===== config.mk =====
export PLATFORM = sky130hd
export DESIGN_NAME = mips_div_unit_flat
export DESIGN_NICKNAME = d
export VERILOG_FILES = /design/src/rtl/mips_div_unit_pkg.sv /design/src/rtl/mips_div_unit_if.sv /design/src/rtl/mips_div_unit_step.sv /design/src/rtl/mips_div_unit.sv /design/src/flat_wrapper.sv
export SDC_FILE = /design/constraint.sdc
export NUM_CORES = 1
export LEC_CHECK = 0
export CAP_MARGIN = 20
export CORE_MARGIN = 2
export CORE_UTILIZATION = 60
export DETAILED_ROUTE_END_ITERATION = 10
export DONT_BUFFER_PORTS = 1
export GPL_TIMING_DRIVEN = 0
export PLACE_DENSITY = 0.82
export SYNTH_ARGS = -nofsm -noshare
export SYNTH_HDL_FRONTEND = slang
export SYNTH_SLANG_ARGS = --single-unit

===== constraint.sdc =====
create_clock -name clk -period 16.5 [get_ports clk]
set_input_delay 4.95 -clock clk [delete_from_list [all_inputs] [get_ports clk]]
set_output_delay 4.95 -clock clk [all_outputs]
set_load 0.01 [all_outputs]

===== src/rtl/mips_div_unit_pkg.sv =====
// Shared definitions for the execute-stage iterative divider.
package mips_div_unit_pkg;

  // Default operand/result width for the MIPS datapath.
  localparam int DIV_WIDTH = 32;

  // Divider sequencing states.
  typedef enum logic [1:0] {
    IDLE = 2'd0,
    BUSY = 2'd1,
    DONE = 2'd2
  } divState_e;

  // Divide-by-zero quotient is all ones; replicated to WIDTH at the use site.
  localparam logic DIV_ZERO_QUOT_BIT = 1'b1;

endpackage


===== src/rtl/mips_div_unit_if.sv =====
// Handshake/data bundle between EX/hazard logic (master) and the divider (slave).
interface mips_div_unit_if
  import mips_div_unit_pkg::*;
#(
  parameter int WIDTH = DIV_WIDTH
) ();

  logic             Start;
  logic             Signed;
  logic             Annul;
  logic [WIDTH-1:0] SrcA;
  logic [WIDTH-1:0] SrcB;
  logic             Busy;
  logic             Ready;
  logic [WIDTH-1:0] Quotient;
  logic [WIDTH-1:0] Remainder;

  modport master (
    output Start, Signed, Annul, SrcA, SrcB,
    input  Busy, Ready, Quotient, Remainder
  );

  modport slave (
    input  Start, Signed, Annul, SrcA, SrcB,
    output Busy, Ready, Quotient, Remainder
  );

endinterface


===== src/rtl/mips_div_unit_step.sv =====
// One restoring-division iteration: shift in the next dividend bit, trial
// subtract the divisor, keep the difference when it does not go negative.
module div_step #(
  parameter int WIDTH = 32
) (
  input  logic [WIDTH-1:0] partRem,
  input  logic             dividendMsb,
  input  logic [WIDTH-1:0] divisor,
  output logic [WIDTH-1:0] nextRem,
  output logic             quotBit
);

  logic [WIDTH:0]   shifted;
  logic [WIDTH+1:0] trial;

  // The shifted remainder can use bit WIDTH, so the WIDTH+1-bit subtract
  // carries an explicit borrow bit above it to decide the sign.
  assign shifted = {partRem, dividendMsb};
  assign trial   = {1'b0, shifted} - {2'b00, divisor};

  // A non-negative difference is always below the divisor, so bit WIDTH is
  // zero exactly when no borrow occurred.
  assign quotBit = ~|trial[WIDTH+1:WIDTH];
  assign nextRem = quotBit ? trial[WIDTH-1:0] : shifted[WIDTH-1:0];

endmodule


===== src/rtl/mips_div_unit.sv =====
// Radix-2 restoring divider for DIV/DIVU: magnitude division over WIDTH
// cycles, sign fixup on the way into DONE, stall request while BUSY.
module mips_div_unit
  import mips_div_unit_pkg::*;
#(
  parameter int WIDTH = DIV_WIDTH
) (
  input  logic            clk,
  input  logic            rst,
  mips_div_unit_if.slave  div
);

  localparam int CW = (WIDTH > 2) ? $clog2(WIDTH) : 1;

  divState_e        state;
  logic [CW-1:0]    iterCnt;
  logic [WIDTH-1:0] partRem;
  logic [WIDTH-1:0] dividend;   // shifts out dividend bits, shifts in quotient bits
  logic [WIDTH-1:0] divisor;
  logic             quotNeg;
  logic             remNeg;
  logic [WIDTH-1:0] quotReg;
  logic [WIDTH-1:0] remReg;

  logic [WIDTH-1:0] stepRem;
  logic             stepQBit;
  logic [WIDTH-1:0] rawQuot;
  logic [WIDTH-1:0] absA;
  logic [WIDTH-1:0] absB;
  logic             lastIter;

  // Magnitudes are only taken for DIV; DIVU passes operands through.
  assign absA     = (div.Signed && div.SrcA[WIDTH-1]) ? -div.SrcA : div.SrcA;
  assign absB     = (div.Signed && div.SrcB[WIDTH-1]) ? -div.SrcB : div.SrcB;
  assign lastIter = (iterCnt == CW'(WIDTH - 1));
  assign rawQuot  = {dividend[WIDTH-2:0], stepQBit};

  div_step #(.WIDTH(WIDTH)) uStep (
    .partRem     (partRem),
    .dividendMsb (dividend[WIDTH-1]),
    .divisor     (divisor),
    .nextRem     (stepRem),
    .quotBit     (stepQBit)
  );

  // Sequencing, iteration datapath and registered results.
  always_ff @(posedge clk or posedge rst) begin
    if (rst) begin
      state    <= IDLE;
      iterCnt  <= '0;
      partRem  <= '0;
      dividend <= '0;
      divisor  <= '0;
      quotNeg  <= 1'b0;
      remNeg   <= 1'b0;
      quotReg  <= '0;
      remReg   <= '0;
    end else if (div.Annul) begin
      // Flush abandons the operation; results keep their previous values.
      state <= IDLE;
    end else begin
      case (state)
        BUSY: begin
          partRem  <= stepRem;
          dividend <= rawQuot;
          iterCnt  <= iterCnt + CW'(1);
          if (lastIter) begin
            state   <= DONE;
            quotReg <= quotNeg ? -rawQuot : rawQuot;
            remReg  <= remNeg  ? -stepRem : stepRem;
          end
        end
        default: begin
          // IDLE and DONE both accept a new request, so back-to-back
          // operations see no idle bubble.
          if (div.Start) begin
            if (div.SrcB == '0) begin
              state   <= DONE;
              quotReg <= {WIDTH{DIV_ZERO_QUOT_BIT}};
              remReg  <= div.SrcA;
            end else begin
              state    <= BUSY;
              dividend <= absA;
              divisor  <= absB;
              partRem  <= '0;
              iterCnt  <= '0;
              quotNeg  <= div.Signed & (div.SrcA[WIDTH-1] ^ div.SrcB[WIDTH-1]);
              remNeg   <= div.Signed & div.SrcA[WIDTH-1];
            end
          end else begin
            state <= IDLE;
          end
        end
      endcase
    end
  end

  assign div.Busy      = (state == BUSY);
  assign div.Ready     = (state == DONE);
  assign div.Quotient  = quotReg;
  assign div.Remainder = remReg;

endmodule


===== src/flat_wrapper.sv =====
// flat-port wrapper written by rule: the top's interface ports become plain ports
module mips_div_unit_flat import mips_div_unit_pkg::*;
#(
  parameter int WIDTH = DIV_WIDTH
)
  (clk, rst, div_Start, div_Signed, div_Annul, div_SrcA, div_SrcB, div_Busy, div_Ready, div_Quotient, div_Remainder);
  mips_div_unit_if #(.WIDTH(WIDTH)) div_i ();
  input  logic clk;
  input  logic rst;
  input wire logic [$bits(div_i.Start)-1:0] div_Start;
  input wire logic [$bits(div_i.Signed)-1:0] div_Signed;
  input wire logic [$bits(div_i.Annul)-1:0] div_Annul;
  input wire logic [$bits(div_i.SrcA)-1:0] div_SrcA;
  input wire logic [$bits(div_i.SrcB)-1:0] div_SrcB;
  output wire logic [$bits(div_i.Busy)-1:0] div_Busy;
  output wire logic [$bits(div_i.Ready)-1:0] div_Ready;
  output wire logic [$bits(div_i.Quotient)-1:0] div_Quotient;
  output wire logic [$bits(div_i.Remainder)-1:0] div_Remainder;
  assign div_i.Start = div_Start;
  assign div_i.Signed = div_Signed;
  assign div_i.Annul = div_Annul;
  assign div_i.SrcA = div_SrcA;
  assign div_i.SrcB = div_SrcB;
  assign div_Busy = div_i.Busy;
  assign div_Ready = div_i.Ready;
  assign div_Quotient = div_i.Quotient;
  assign div_Remainder = div_i.Remainder;
  mips_div_unit #(.WIDTH(WIDTH)) u_core (.clk(clk), .rst(rst), .div(div_i));
endmodule

== Word-level counts from Yosys, hierarchy flattened ==
Cells that the tools add are included.
Storage, ports and cells
  output and inout bits: 66
  bits in registers: 169
Operators by class
  bitwise logic cells: 6
  multiplexer cells: 27
  reductions and logical operators: 10
  eq/ne operators: 6
  add/sub/neg operators: 6
Operator list (count)
  32-bit 2-to-1 mux: 19
  32-bit negator: 4
  33-bit by 32-bit subtractor with 34-bit output: 1
  32-bit zero test: 1
  5-bit 2-to-1 mux: 3
  2-bit 2-to-1 mux: 5
  4-bit AND reduction: 2
  5-bit by 1-bit adder with 5-bit output, second input constant: 1
  5-bit equality test, second input constant: 1
  2-bit nonzero test: 2
  3-bit by 2-bit inequality test with 1-bit output, second input constant: 1
  1-bit NOT: 3
  3-bit AND reduction: 1
  1-bit bitwise AND: 2
  2-bit by 1-bit equality test with 1-bit output, second input constant: 1
  2-bit equality test, second input constant: 1
  1-bit logical AND: 2
  2-bit by 1-bit inequality test with 1-bit output, second input constant: 1
  2-bit inequality test, second input constant: 1
  2-bit OR reduction: 1
  1-bit zero test: 1
  1-bit XOR: 1

== Logic depth before layout (Yosys ltp) ==
Gate-level depths: netlist of run 1.
  depth in word-level cells: 7
  depth in mapped cells: 24
  depth with buffers taken out: 21

== Modules after synthesis ==
From an unflattened synthesis of run 1, not the netlist that was laid out.
Second synthesis, totals
  cells, all modules: 1415
  area, all modules: 11827.6 µm²
By module, submodules not included
  mips_div_unit: cells an instance 1106, area each 9626.7 µm², seq. area each 4229.1 µm², instances 1
  div_step: cells an instance 309, area each 2200.9 µm², seq. area each 0.0 µm², instances 1

== Least setup slack after synthesis of run 1 ==
No wires, ideal clock.
  path kind: input -> register
  start point: input port div_SrcB[8]
  end point: register u_core.quotReg[0], in the netlist u_core.div.Quotient[0]
  arrival: 7.822 ns
  buffers on the path: 3
  path slack: 8.532 ns
  stages: 13
  path through: or3_1 -> nor4_1 -> nand2_1 -> nor2_1 -> nand2_1 -> or3_1 -> or3b_2 -> a21o_1 -> clkbuf_1 -> inv_1 -> buf_2 -> buf_1 -> a31oi_1
On the way
  longest elaborated chain between the ends: 3
Ends and longest elaborated chain
  start: declaration: line flat_wrapper.sv:14  | input wire logic [$bits(div_i.SrcB)-1:0] div_SrcB;
  32-bit zero test: line mips_div_unit.sv:77  | if (div.SrcB == '0) begin
  2-bit nonzero test (no line)
  4-bit AND reduction (no line)
  end signal: assignment: line mips_div_unit.sv:69  | quotReg <= quotNeg ? -rawQuot : rawQuot;
  end signal: assignment: line mips_div_unit.sv:79  | quotReg <= {WIDTH{DIV_ZERO_QUOT_BIT}};
  end: declaration: line mips_div_unit.sv:22  | logic [WIDTH-1:0] quotReg;
Every way passes these cells.
A chain may end at the register's enable or synchronous reset.

== Worst setup path after layout of run 1 ==
  start point: input port div_SrcB[8]
  end point: register u_core.quotReg[30], in the netlist u_core.div.Quotient[30]
The elaborated chain is that of the path after synthesis.

==> run metrics, run 1 <==
WHS Path Cells=2; DRT iter0 DRCs=786; Sw Ratio=35.7%; setup TNS=0 ns; IO Count=135; Clock Latency Late Sink=0.44 ns; site row count=51; largest family of logic cells by synthesized area=compound AO/OA/AOI/OAI gates; pre-CTS setup slack=7.62 ns; worst setup margin=7.98 ns; CTS tree=done; FF-to-FF End=u_core.div.Remainder[28]$_DFFE_PP0P_; count leader, synth=a21oi_1; Pint=828 µW; flop2flop setup slack=9.65 ns; measured slew at the worst slew-check pin=0.841 ns; total track usage=33.0%; DRC violations left=0; clock sinks=169; Synth Area in Adders=4.12%; Power, Total=1290 µW; vias in the first global route=11053; YS warnings=0; DR top layer=met4; Core ar.=19500 µm²; WL met3=3390 µm; Avg WL per Cell=19.1 µm; final hold vios=0; Seq pwr share=38.9%; post-CTS setup buffers=0; launching point of the worst reg2reg path=u_core.dividend[31]$_DFFE_PP0P_; DP HPWL=27200 µm; sequential element share of the synthesized area=35.2%; Metal-1 WL=13800 µm; Crit path buffers/inverters=4; Clock Power Share=33.2%; input/output buffers=0; RSZ-0062 raised after global routing=no; Max Buffers Root-to-Sink=2; Slew headroom=43.4%; hold buffer count at cts=0; Async S/R FF share, synth=100%; Layout area overhead=8.15%; ant diodes=0; Simple-Gate Fraction of Synth Area=19.8%; Synth Flop Type=dfrtp_1; Synth Area in XOR/XNOR=10.7%; final worst-path cycle share=51.6%; largest net degree at the start of global routing=103; Routed Wire Length=34900 µm; worst-path maximum fanout=10; Slowest-stage cell, CP=clkbuf_1; VDD IR-drop max=0.0000719 V; met2 wire length=16200 µm; Top delay family on crit path=simple AND/OR/NAND/NOR gates; Mean Syn Cell Area=7.87 µm²; CTS HTree Levels=4; TritonCTS buffer count=17; final net count=1654; routed vias=11339; Initial Util=61.5%; Data required, critical path=16.78 ns; mux contribution to synthesized area=2.74%; FF-to-FF path depth=23; Horiz. Die Dim=146 µm; Synth top cells by count=191 x a21oi_1, 180 x nand2_1, 171 x nor2_1; Crit Path Class=input pin to flop; Post-synth EDFFs=0; Synth Area in Compound Gates=23.1%; skew final=0.00870 ns; GR Overflow Total=0; HP Class=flop to flop; Fmax achieved=117 MHz; Die ar.=21200 µm²; max_cap viols=0; HP Start=u_core.divisor[1]$_DFFE_PP0P_; vias per cell=6.22; CP Launch Type=input pin; leading post-synthesis cells by cell area=dfrtp_1 35%, a21oi_1 8.0%, o21ai_0 6.9%; critical path arrival=8.80 ns; area leader, netlist=dfrtp_1; clk slew on worst S/H paths=0.07 ns; Die H=146 µm; min cycle time layout=8.52 ns; initial antenna violation count=0; Post-DRT Antenna Nets=0; layout cells sized above 1=3.85%; static leakage=0.00554 µW; Crit. End Element=flop; cell chain of the critical path=or3_1 -> nor4_1 -> nand2_1 -> nor2_1 -> nand2_1 -> or3_1 -> or3b_2 -> a21o_1 -> clkbuf_1 -> inv_1 -> buf_2 -> clkbuf_1 -> a31oi_1; pwr dens=99.0 nW/µm²; status=completed; Syn Std Cell Area=12000 µm²; synth unique cells=61; hold worst-path end=u_core.divisor[1]$_DFFE_PP0P_; root buffer cell=clkbuf_16; Worst path max stage delay=0.60 ns; first-pass GRT wire length=56000 µm; Net Switching=459 µW; syn nets=1634; final setup fails=0; PostCTS Resize Cnt=0; max-slew violation count=0; RD Place Congestion=0.958; Post-Syn Instances=1526; drt first pass iters=6; Synth Register Bits=169; Combinational Power Share=27.9%; Synth top area share=35.2%
==> flip-flops by register name (all words and copies together), names as in the netlist <==
signal                flops
u_core.divisor           32
u_core.div.Quotient      32
u_core.iterCnt            5
u_core.quotNeg            1
u_core.state              2
u_core.div.Remainder     32
u_core.dividend          32
u_core.remNeg             1
u_core.partRem           32
==> logic make-up (layout without fill, tap and decap cells) <==
| group | count (synthesis) | in the layout |
|---|---|---|
| and+or+nand+nor | 517 | 517 |
| AOI/OAI and AO/OA | 487 | 487 |
| DFF | 169 | 169 |
| xor gates and xnor gates | 147 | 147 |
| buffers and inverters | 136 | 168 |
| adders and majority gates | 39 | 39 |
| muxes | 31 | 31 |
==> layout make-up <==
class | instances | area [µm²]
Inverter | 51 | 199
Clock inverter | 14 | 188
Multi-Input combinational cell | 1221 | 7270
Sequential cell | 169 | 4230
Tap cell | 265 | 332
Clock buffer | 17 | 425
Fill cell | 1677 | 6530
Buffer | 85 | 327
Timing Repair Buffer | 1 | 27.5
==> worst max-delay path by stage <==
stage | start | endpoint | depth (start not counted)
after floorplan | rst | u_core.div.Quotient[0]$_DFFE_PP0P_ | 1
after global placement | rst | u_core.divisor[29]$_DFFE_PP0P_ | 1
after detailed placement | div_SrcB[8] | u_core.div.Quotient[30]$_DFFE_PP0P_ | 13
after CTS | div_SrcB[8] | u_core.div.Quotient[30]$_DFFE_PP0P_ | 13
after global routing | div_SrcB[8] | u_core.div.Quotient[30]$_DFFE_PP0P_ | 13
final | div_SrcB[8] | u_core.div.Quotient[30]$_DFFE_PP0P_ | 13
==> routing by layer <==
layer | GRT usage [%] | vias to the layer above
met5 | 0 | -
met4 | 15.1 | 0
met3 | 8.24 | 117
met2 | 55.4 | 568
met1 | 40.0 | 5211
li1 | - | 5443
==> stage by stage <==
| stage | util [%] | std cells | instance area, µm² | hold WS, ns |
|---|---|---|---|---|
| after global placement | 63.2 | 1791 | 12300 | 0.467 |
| after floorplan | - | 1526 | 12000 | 0.450 |
| after CTS | 66.6 | 1823 | 13000 | 0.487 |
| final | 66.6 | 1823 | 13000 | 0.483 |
| after detailed placement | 63.4 | 1792 | 12400 | 0.472 |
| after global routing | 66.6 | 1823 | 13000 | 0.530 |
==> cells in the final DEF, fill, tap and decap left out, types with 9 or more instances in the layout <==
master	n
nand3_1	19
a31oi_1	30
clkbuf_1	74
nand2_1	180
nor2_1	171
nor3_1	27
a211oi_1	9
xnor2_1	73
a21oi_1	191
inv_1	49
o21ai_0	166
or3_1	18
o31ai_1	24
dfrtp_1	169
ha_1	38
clkbuf_16	17
nand2b_1	13
nand4_1	9
or4_1	11
o211ai_1	10
nor4_1	19
and3_1	16
xor2_1	74
o41ai_1	13
mux2i_1	25
==> power groups by stage <==
| stage | Clock, µW | Combinational, µW | Sequential (µW) |
|---|---|---|---|
| detailed placement | 0 | 351 | 507 |
| CTS | 427 | 354 | 500 |
| global placement | 0 | 341 | 506 |
| floorplan | 0 | 275 | 496 |
| finish | 427 | 359 | 501 |
| global route | 444 | 401 | 506 |
==> worst min-delay path, stage by stage (launching register included) <==
cell,delay [ns]
dfrtp_1,0.34
nand2_1,0.04
o21ai_0,0.06
No activity file was read; power rests on OpenSTA's default activity.
==> inputs of run 2 (changes only) <==
Clock period 16.5 ns to 8.63 ns, I/O delays scaled along.
==> results of run 2 <==
The final DEF is identical to that of run 1. Status: completed.
Main changes from that run: setup slack after placement 7.62 ns -> 1.96 ns; setup slack after layout 7.98 ns -> 1.78 ns; start point of the critical path div_SrcB[8] -> u_core.dividend[31]$_DFFE_PP0P_; end point of the critical path u_core.div.Quotient[30]$_DFFE_PP0P_ -> u_core.div.Remainder[28]$_DFFE_PP0P_; register-to-register setup slack 9.65 ns -> 1.78 ns; total power 1290 µW -> 2460 µW; worst IR drop on VDD 0.0000719 V -> 0.000138 V
